--- src/rtl/vga_pixel_capture.sv ---
// vga_pixel_capture: recovers pixel/line position from an active-low HS/VS
// video stream and extracts a COLS x ROWS grayscale window.
//
// Ports
//   clk, rst          : rising-edge clock, synchronous active-high reset
//   R, G, B           : 8-bit colour channels
//   HS, VS            : active-low horizontal / vertical sync
//   pix_out           : grayscale (R + 2G + B) >> 2, held while pix_valid=0
//   pix_valid         : pix_out / pix_x / pix_y valid this cycle
//   pix_x, pix_y      : column 0..COLS-1 / row 0..ROWS-1
//   sof, eol          : first pixel of frame / last pixel of line
//   frame_done        : one-cycle pulse after the last pixel of a frame
//   sync_err          : sticky sync fault flag, cleared only by rst
module vga_pixel_capture #(
    parameter int unsigned H_BP = 88,
    parameter int unsigned V_BP = 23,
    parameter int unsigned COLS = 512,
    parameter int unsigned ROWS = 512,
    parameter int unsigned CW   = 10
) (
    input  logic          clk,
    input  logic          rst,
    input  logic [7:0]    R,
    input  logic [7:0]    G,
    input  logic [7:0]    B,
    input  logic          HS,
    input  logic          VS,
    output logic [7:0]    pix_out,
    output logic          pix_valid,
    output logic [CW-1:0] pix_x,
    output logic [CW-1:0] pix_y,
    output logic          sof,
    output logic          eol,
    output logic          frame_done,
    output logic          sync_err
);

    localparam int unsigned HW = $clog2(H_BP) + 1;
    localparam int unsigned PW = $clog2(V_BP + 1) + 1;

    typedef enum logic [1:0] {V_WAIT, V_PORCH, V_ACTIVE} v_state_t;
    typedef enum logic [1:0] {H_WAIT, H_PORCH, H_ACTIVE} h_state_t;

    typedef struct packed {
        logic [7:0] r;
        logic [7:0] g;
        logic [7:0] b;
        logic       hs;
        logic       vs;
    } vid_t;

    // Input stage: colour needs one stage here (the pix_out register is its
    // second); the sync bits get a second stage for edge detection.
    vid_t s1;
    logic hs_s2, vs_s2;

    always_ff @(posedge clk) begin
        if (rst) begin
            s1    <= '{8'd0, 8'd0, 8'd0, 1'b1, 1'b1};
            hs_s2 <= 1'b1;
            vs_s2 <= 1'b1;
        end else begin
            s1    <= '{R, G, B, HS, VS};
            hs_s2 <= s1.hs;
            vs_s2 <= s1.vs;
        end
    end

    logic hs_rise, hs_fall, vs_rise, vs_fall;
    assign hs_rise = s1.hs & ~hs_s2;
    assign hs_fall = ~s1.hs & hs_s2;
    assign vs_rise = s1.vs & ~vs_s2;
    assign vs_fall = ~s1.vs & vs_s2;

    logic [7:0] gray_c;
    assign gray_c = 8'((10'(s1.r) + 10'({s1.g, 1'b0}) + 10'(s1.b)) >> 2);

    v_state_t      v_st, v_nxt;
    h_state_t      h_st, h_nxt;
    logic [PW-1:0] porch_q, porch_nxt;
    logic [HW-1:0] hcnt_q, hcnt_nxt;
    logic [CW-1:0] x_q, x_nxt, row_q, row_nxt;
    logic          emit_c, err_c, line_start_c;

    // A line starts on the hs_rise that ends the vertical porch, or on any
    // later hs_rise while rows remain in the frame.
    assign line_start_c = hs_rise && !vs_fall && (h_st == H_WAIT) &&
                          (((v_st == V_PORCH) && (porch_q == PW'(V_BP))) ||
                           ((v_st == V_ACTIVE) && (row_q != CW'(ROWS - 1))));

    logic [7:0]    pix_out_d;
    logic          pix_valid_d, sof_d, eol_d, frame_done_d, sync_err_d;
    logic [CW-1:0] pix_x_d, pix_y_d;

    // State and output registers
    always_ff @(posedge clk) begin
        if (rst) begin
            v_st       <= V_WAIT;
            h_st       <= H_WAIT;
            porch_q    <= '0;
            hcnt_q     <= '0;
            x_q        <= '0;
            row_q      <= '0;
            pix_out    <= '0;
            pix_valid  <= 1'b0;
            pix_x      <= '0;
            pix_y      <= '0;
            sof        <= 1'b0;
            eol        <= 1'b0;
            frame_done <= 1'b0;
            sync_err   <= 1'b0;
        end else begin
            v_st       <= v_nxt;
            h_st       <= h_nxt;
            porch_q    <= porch_nxt;
            hcnt_q     <= hcnt_nxt;
            x_q        <= x_nxt;
            row_q      <= row_nxt;
            pix_out    <= pix_out_d;
            pix_valid  <= pix_valid_d;
            pix_x      <= pix_x_d;
            pix_y      <= pix_y_d;
            sof        <= sof_d;
            eol        <= eol_d;
            frame_done <= frame_done_d;
            sync_err   <= sync_err_d;
        end
    end

    // Next-state logic for the horizontal and vertical FSMs
    always_comb begin
        v_nxt     = v_st;
        h_nxt     = h_st;
        porch_nxt = porch_q;
        hcnt_nxt  = hcnt_q;
        x_nxt     = x_q;
        row_nxt   = row_q;
        emit_c    = 1'b0;
        err_c     = 1'b0;

        case (h_st)
            H_WAIT: begin
                // Porch is H_BP-2 countdown cycles: one cycle is spent in
                // H_WAIT on the edge and one in the final zero count.
                if (line_start_c) begin
                    h_nxt    = H_PORCH;
                    hcnt_nxt = HW'(H_BP - 2);
                end
            end
            H_PORCH: begin
                if (hs_fall) begin
                    h_nxt = H_WAIT;
                    err_c = 1'b1;
                end else if (hcnt_q == '0) begin
                    h_nxt = H_ACTIVE;
                    x_nxt = '0;
                end else begin
                    hcnt_nxt = hcnt_q - 1'b1;
                end
            end
            H_ACTIVE: begin
                if (hs_fall) begin
                    h_nxt = H_WAIT;
                    err_c = 1'b1;
                end else begin
                    emit_c = 1'b1;
                    if (x_q == CW'(COLS - 1)) begin
                        h_nxt = H_WAIT;
                        if (row_q == CW'(ROWS - 1)) v_nxt = V_WAIT;
                    end else begin
                        x_nxt = x_q + 1'b1;
                    end
                end
            end
            default: h_nxt = H_WAIT;
        endcase

        case (v_st)
            V_WAIT: begin
                // A coincident hs_rise counts as the first porch edge.
                if (vs_rise) begin
                    v_nxt     = V_PORCH;
                    row_nxt   = '0;
                    porch_nxt = hs_rise ? PW'(1) : PW'(0);
                end
            end
            V_PORCH: begin
                if (vs_fall) begin
                    v_nxt = V_WAIT;
                    err_c = 1'b1;
                end else if (hs_rise) begin
                    if (porch_q == PW'(V_BP)) begin
                        v_nxt   = V_ACTIVE;
                        row_nxt = '0;
                    end else begin
                        porch_nxt = porch_q + 1'b1;
                    end
                end
            end
            V_ACTIVE: begin
                // vs_fall abandons the frame, overriding any pixel in flight.
                if (vs_fall) begin
                    v_nxt  = V_WAIT;
                    h_nxt  = H_WAIT;
                    emit_c = 1'b0;
                    err_c  = 1'b1;
                end else if (line_start_c) begin
                    row_nxt = row_q + 1'b1;
                end
            end
            default: v_nxt = V_WAIT;
        endcase
    end

    // Output next-values
    always_comb begin
        pix_valid_d  = emit_c;
        pix_out_d    = pix_out;
        pix_x_d      = pix_x;
        pix_y_d      = pix_y;
        sof_d        = 1'b0;
        eol_d        = 1'b0;
        frame_done_d = pix_valid && eol && (pix_y == CW'(ROWS - 1));
        sync_err_d   = sync_err | err_c;
        if (emit_c) begin
            pix_out_d = gray_c;
            pix_x_d   = x_q;
            pix_y_d   = row_q;
            sof_d     = (x_q == '0) && (row_q == '0);
            eol_d     = (x_q == CW'(COLS - 1));
        end
    end

endmodule
--- config.mk ---
export PLATFORM = sky130hd
export DESIGN_NAME = vga_pixel_capture
export DESIGN_NICKNAME = d
export VERILOG_FILES = /design/src/rtl/vga_pixel_capture.sv
export SDC_FILE = /design/constraint.sdc
export NUM_CORES = 1
export LEC_CHECK = 0
export ABC_AREA = 1
export BUFFER_PORTS_ARGS = -buffer_cell sky130_fd_sc_hd__buf_4
export CAP_MARGIN = 20
export CORE_ASPECT_RATIO = 0.7
export CORE_MARGIN = 4
export CORE_UTILIZATION = 53
export CTS_BUF_LIST = sky130_fd_sc_hd__clkbuf_8 sky130_fd_sc_hd__clkbuf_16
export CTS_CLUSTER_SIZE = 30
export DETAILED_ROUTE_END_ITERATION = 16
export GPL_TIMING_DRIVEN = 0
export PLACE_DENSITY = 0.82
export REMOVE_ABC_BUFFERS = 1
export SLEW_MARGIN = 10
export SYNTH_ARGS = -nofsm -noshare
export SYNTH_HDL_FRONTEND = slang
export SYNTH_SLANG_ARGS = --single-unit
export TNS_END_PERCENT = 5
--- constraint.sdc ---
create_clock -name clk -period 1.9 [get_ports clk]
set_input_delay 0.285 -clock clk [delete_from_list [all_inputs] [get_ports clk]]
set_output_delay 0.285 -clock clk [all_outputs]
set_load 0.02 [all_outputs]
# Word-level counts from Yosys, hierarchy flattened
# Index checks and enable logic that the tools add are counted.
[word_totals]
register_bits = 99
output_inout_bits = 33
[classes]
n_addsub = 6
n_eq_ne = 22
muxes = 48
n_bitwise = 10
n_reduce_logical = 26
[ops]
columns = ["operator", "count"]
rows = [
  ["10-bit two-way mux", 10],
  ["2-bit two-way mux", 16],
  ["10-bit by 9-bit equality test with 1-bit output (second input constant)", 3],
  ["10-bit one-hot mux with 3 select lines", 1],
  ["6-bit two-way mux", 4],
  ["8-bit two-way mux", 3],
  ["2-bit inequality test (second input constant)", 12],
  ["10-bit by 1-bit adder with 10-bit output (second input constant)", 2],
  ["10-bit zero test", 2],
  ["10-bit one-hot mux with 2 select lines", 1],
  ["8-bit one-hot mux with 2 select lines", 1],
  ["2-bit one-hot mux with 3 select lines", 2],
  ["6-bit one-hot mux with 2 select lines", 1],
  ["10-bit by 8-bit adder with 10-bit output", 1],
  ["8-bit by 9-bit adder with 10-bit output", 1],
  ["10-bit by 9-bit inequality test with 1-bit output (second input constant)", 1],
  ["5-bit AND reduction", 2],
  ["1-bit two-way mux", 9],
  ["1-bit logical AND", 8],
  ["8-bit zero test", 1],
  ["8-bit by 1-bit subtractor with 8-bit output (second input constant)", 1],
  ["7-bit AND reduction", 1],
  ["6-bit by 1-bit adder with 6-bit output (second input constant)", 1],
  ["6-bit by 5-bit equality test with 1-bit output (second input constant)", 1],
  ["other kinds (13)", 27],
]

# Logic depth before layout (Yosys ltp)
[logic_depth]
word_depth = 10
depth_mapped = 12
ltp_nobuf = 12

# Least setup slack after synthesis
# Ideal clock, no wire load.
[synth_path]
path_kind = "register -> register"
start = "register s1[4] (netlist bit)"
end = "register pix_out[5]"
arrival_ps = 1896
required_ps = 1791
setup_slack_ps = -105
stages_incl_launch_ff = 9
n_path_buf = 0
cell_sequence = "dfxtp_1 > fa_1 > inv_1 > fa_1 > o21ai_0 > xor2_1 > nand2_1 > nand2_1 > inv_1"
[synth_via]
elab_chain_len = 1
[synth_lines]
columns = ["item", "line", "rtl"]
rows = [
  ["start, declared", "54", "vid_t s1;"],
  ["start signal, assigned", "59", "s1 <= '{8'd0, 8'd0, 8'd0, 1'b1, 1'b1};"],
  ["start signal, assigned", "63", "s1 <= '{R, G, B, HS, VS};"],
  ["10-bit by 8-bit adder with 10-bit output", "76", "assign gray_c = 8'((10'(s1.r) + 10'({s1.g, 1'b0}) + 10'(s1.b)) >> 2);"],
  ["end signal, assigned", "119", "pix_out <= pix_out_d;"],
  ["end, declared", "28", "output logic [7:0] pix_out,"],
]
# No other way between the ends.
# A chain may end at the register's enable or synchronous reset.

# Final worst setup path
[layout_path]
start = "register s1[8] (netlist bit)"
end = "register pix_out[5]"
# Same word-level chain as after synthesis.

==> results.py <==
metrics = {
    "layout": {
        "instances_no_fill": 857,
        "antenna_cells": 0,
        "area.growth.synth_to_final_pct": 20.6,
        "drive_gt1_share_pct": 24.8,
        "fin_nets": 786,
    },
    "drt": {
        "wirelength_mm": 13.0,
        "drtPass1Iterations": 5,
        "num_vias": 4629,
        "drc": 0,
        "final_antenna_net_count": 0,
        "drt_iter0_drc": 371,
        "post_drt_wl_per_cell_um": 15.2,
        "viasPerCell": 5.40,
    },
    "timing": {
        "maxSlewHeadroom_pct": 35.3,
        "min_period_over_period_pct": 110,
        "fmax_mhz": 478,
        "drv_slew": 0,
        "clock-skew-final_ps": 5.36,
        "setup_slack_ps": -194,
        "period_minus_slack_ps": 2090,
        "worstMarginPinSlew_ps": 969,
        "finalHoldViolCount": 0,
        "finalSetupViolations": 7,
        "rsz0062_at_grt": "yes",
    },
    "power": {
        "power.total_uw": 4520,
        "leakagePower_uw": 0.00261,
        "powerDensity_mw_per_mm2": 735,
        "p_sw_uw": 1150,
        "p_sw_share_pct": 25.4,
        "power_frac_comb_pct": 11.0,
        "p_seq_share_pct": 47.3,
        "power.share.clock_pct": 41.6,
        "p_int_uw": 3370,
        "ir_drop_v": 0.000593,
    },
    "setup_path": {
        "r2r_start": "s1[8]",
        "cp-startpoint": "s1[8]",
        "arrival_ps": 2340,
        "cp_slowest_stage_delay_ps": 530,
        "crit_type": "reg2reg",
        "cp-end-kind": "register",
        "crit_required_ps": 2150,
        "critPathMaxFanout": 5,
        "cp_num_buf_inv": 2,
        "slowest_stage": "fa_1",
        "startpoint_type": "register",
        "crit_chain": "fa_1 -> ha_4 -> inv_1 -> o21ai_1 -> nor2_2 -> o21ai_4 -> xor2_1 -> nand2_1 -> nand2_1 -> inv_1",
        "crit_family": "adder cells",
    },
    "grt": {
        "grt-ovfl-total": 0,
        "grt_antenna_before_repair": 0,
        "grt_usage_pct": 22.0,
        "grt_pass1_vias": 4455,
        "grt_max_degree": 60,
        "grt_pass1_wl_mm": 20.9,
    },
    "placement": {
        "post-dp-hpwl_mm": 8.57,
        "io_buffers": 60,
        "gp_congestion": 0.910,
        "dp.cells": 833,
    },
    "outcome": {
        "violations": "negative setup slack",
        "status": "finished with violations",
    },
    "clock_network": {
        "clock_path_buffers": 2,
        "numClockSinks": 99,
        "clk_latency_ps": 350,
        "htree_levels": 3,
        "cts_tree": "built",
        "root_buffer": "clkbuf_16",
        "cts_hold_buf": 0,
        "path_clk_slew_ps": 70,
        "cts_buffers": 9,
    },
    "logic_synthesis": {
        "synth-seq-cells": 99,
        "avgSynthCellArea_um2": 7.62,
        "synth_warnings": 0,
        "synthesis.area_mm2": 0.00511,
        "ys_seq_area_share_pct": 38.8,
        "synthArstFlopShare_pct": 0,
        "synthTopCellsByArea": "dfxtp_1 (39%), nand2_1 (7.5%), nor2_1 (7.3%)",
        "synth_cell_type_count": 41,
        "synth_top_cell_area_share_pct": 38.8,
        "netlist_instances": 670,
        "ys.flop_type": "dfxtp_1",
        "synth_edf_count": 0,
        "synth.largest_area_cell": "dfxtp_1",
    },
    "job": {
        "cap_violations": 0,
    },
    "floorplan": {
        "ioPinCount": 61,
        "row_count": 29,
        "die_x_um": 125,
        "die_h_um": 90.1,
        "core_mm2": 0.00922,
        "dieArea_mm2": 0.0113,
        "initial_core_util_pct": 55.4,
    },
    "worst_hold_path": {
        "worstHoldPathType": "in2reg",
        "holdCritStartpoint": "HS",
    },
}
flip-flops by register name, summed over array words and instances (netlist names):
name	cells
frame_done	1
pix_x	10
s1	26
sof	1
pix_out	8
eol	1
h_st	2
row_q	10
v_st	2
hs_s2	1
pix_valid	1
pix_y	10
x_q	10
vs_s2	1
sync_err	1
hcnt_q	8
porch_q	6
final timing paths:
kind / end / slack [ps] / depth (start not counted)
worst max-delay path: pix_out[5] / -190 / 10
worst min-delay path: s1[1] / 120 / 2
worst max register to register: pix_out[5] / -190 / 10
worst min register to register: vs_s2 / 480 / 2
cell type report:
| cell class | instances | area, µm² |
|---|---|---|
| clock inverter | 7 | 83.8 |
| timing repair buffer | 68 | 514 |
| tap | 124 | 155 |
| sequential | 99 | 2000 |
| fill | 714 | 3060 |
| clock buffer | 9 | 225 |
| inverter | 89 | 349 |
| multi-input combinational | 461 | 2830 |
stage by stage:
step	instance area, µm²	utilization (%)	setup slack, ps	setup TNS [ps]	hold WS, ps
finish	6160	66.8	-194	-895	122
global route	6160	66.8	-273	-2470	122
CTS	6040	65.6	-137	-464	116
detailed placement	5590	60.7	-476	-13520	456
global placement	5590	60.7	-383	-9750	443
floorplan	4990	-	-125	-307	347
cell usage after synthesis, types with 3 or more instances:
library cell	number
ha_1	22
nand3_1	42
nand2_4	6
inv_2	9
nor2_1	99
or2_2	5
o21ai_1	22
xor2_1	15
nand3_2	9
buf_2	5
inv_1	79
clkbuf_1	9
nand4_1	12
fa_1	8
a21oi_1	35
buf_4	3
o21ai_0	23
dfxtp_1	99
nand2_2	9
nand2_1	102
nor2_2	5
a21oi_2	15
buf_6	3
nor3_1	8
nor4_1	3
per-layer routing:
metal | global-route usage (%) | vias up | routed length, µm | part of all wire [%]
met5 | 0 | - | 0 | 0
li1 | - | 2262 | - | -
met2 | 37.0 | 159 | 6360 | 49
met3 | 5.39 | 21 | 805 | 6.2
met1 | 28.1 | 2187 | 5630 | 43
met4 | 6.77 | 0 | 197 | 1.5
cell usage in the layout, fill, tap and decap left out, types with 3 or more instances in the layout:
cell type	count
a21oi_1	33
a21oi_2	16
inv_6	3
ha_4	5
clkbuf_16	9
nor2_1	98
inv_1	77
nand2_2	9
ha_2	5
xor2_1	14
o21ai_0	19
nand3_2	11
nor2_2	6
fa_1	7
nand2_4	7
nor4_1	3
dfxtp_2	5
inv_2	10
o21ai_2	3
nand4_1	12
dfxtp_1	92
nand3_1	40
ha_1	12
buf_4	67
nand2_1	100
o21ai_1	22
nor3_1	8
or2_2	5
timing repair:
| action | in CTS | in global routing |
|---|---|---|
| gates resized for setup | 28 | 26 |
| setup endpoints to repair | 40 | 60 |
| pin swaps | 10 | 12 |
| hold endpoints to repair | 0 | 0 |
| buffers inserted | 4 | 4 |
power groups by stage:
stage,clock network (µW),registers (µW),logic [µW]
finish,1880,2140,499
global route,1990,2140,544
CTS,1890,2140,433
detailed placement,0,2190,363
global placement,0,2180,342
floorplan,0,2180,228
logic make-up after synthesis:
| logic type | Yosys count | synth area share [%] |
|---|---|---|
| DFF | 99 | 38.8 |
| xor gates and xnor gates | 17 | 2.92 |
| and+or+nand+nor | 310 | 29.0 |
| buffers and inverters | 110 | 8.94 |
| AOI/OAI and AO/OA | 103 | 11.6 |
| adders and majority gates | 30 | 8.53 |
| muxes | 1 | 0.196 |
Power figures use the tool's default switching activity.
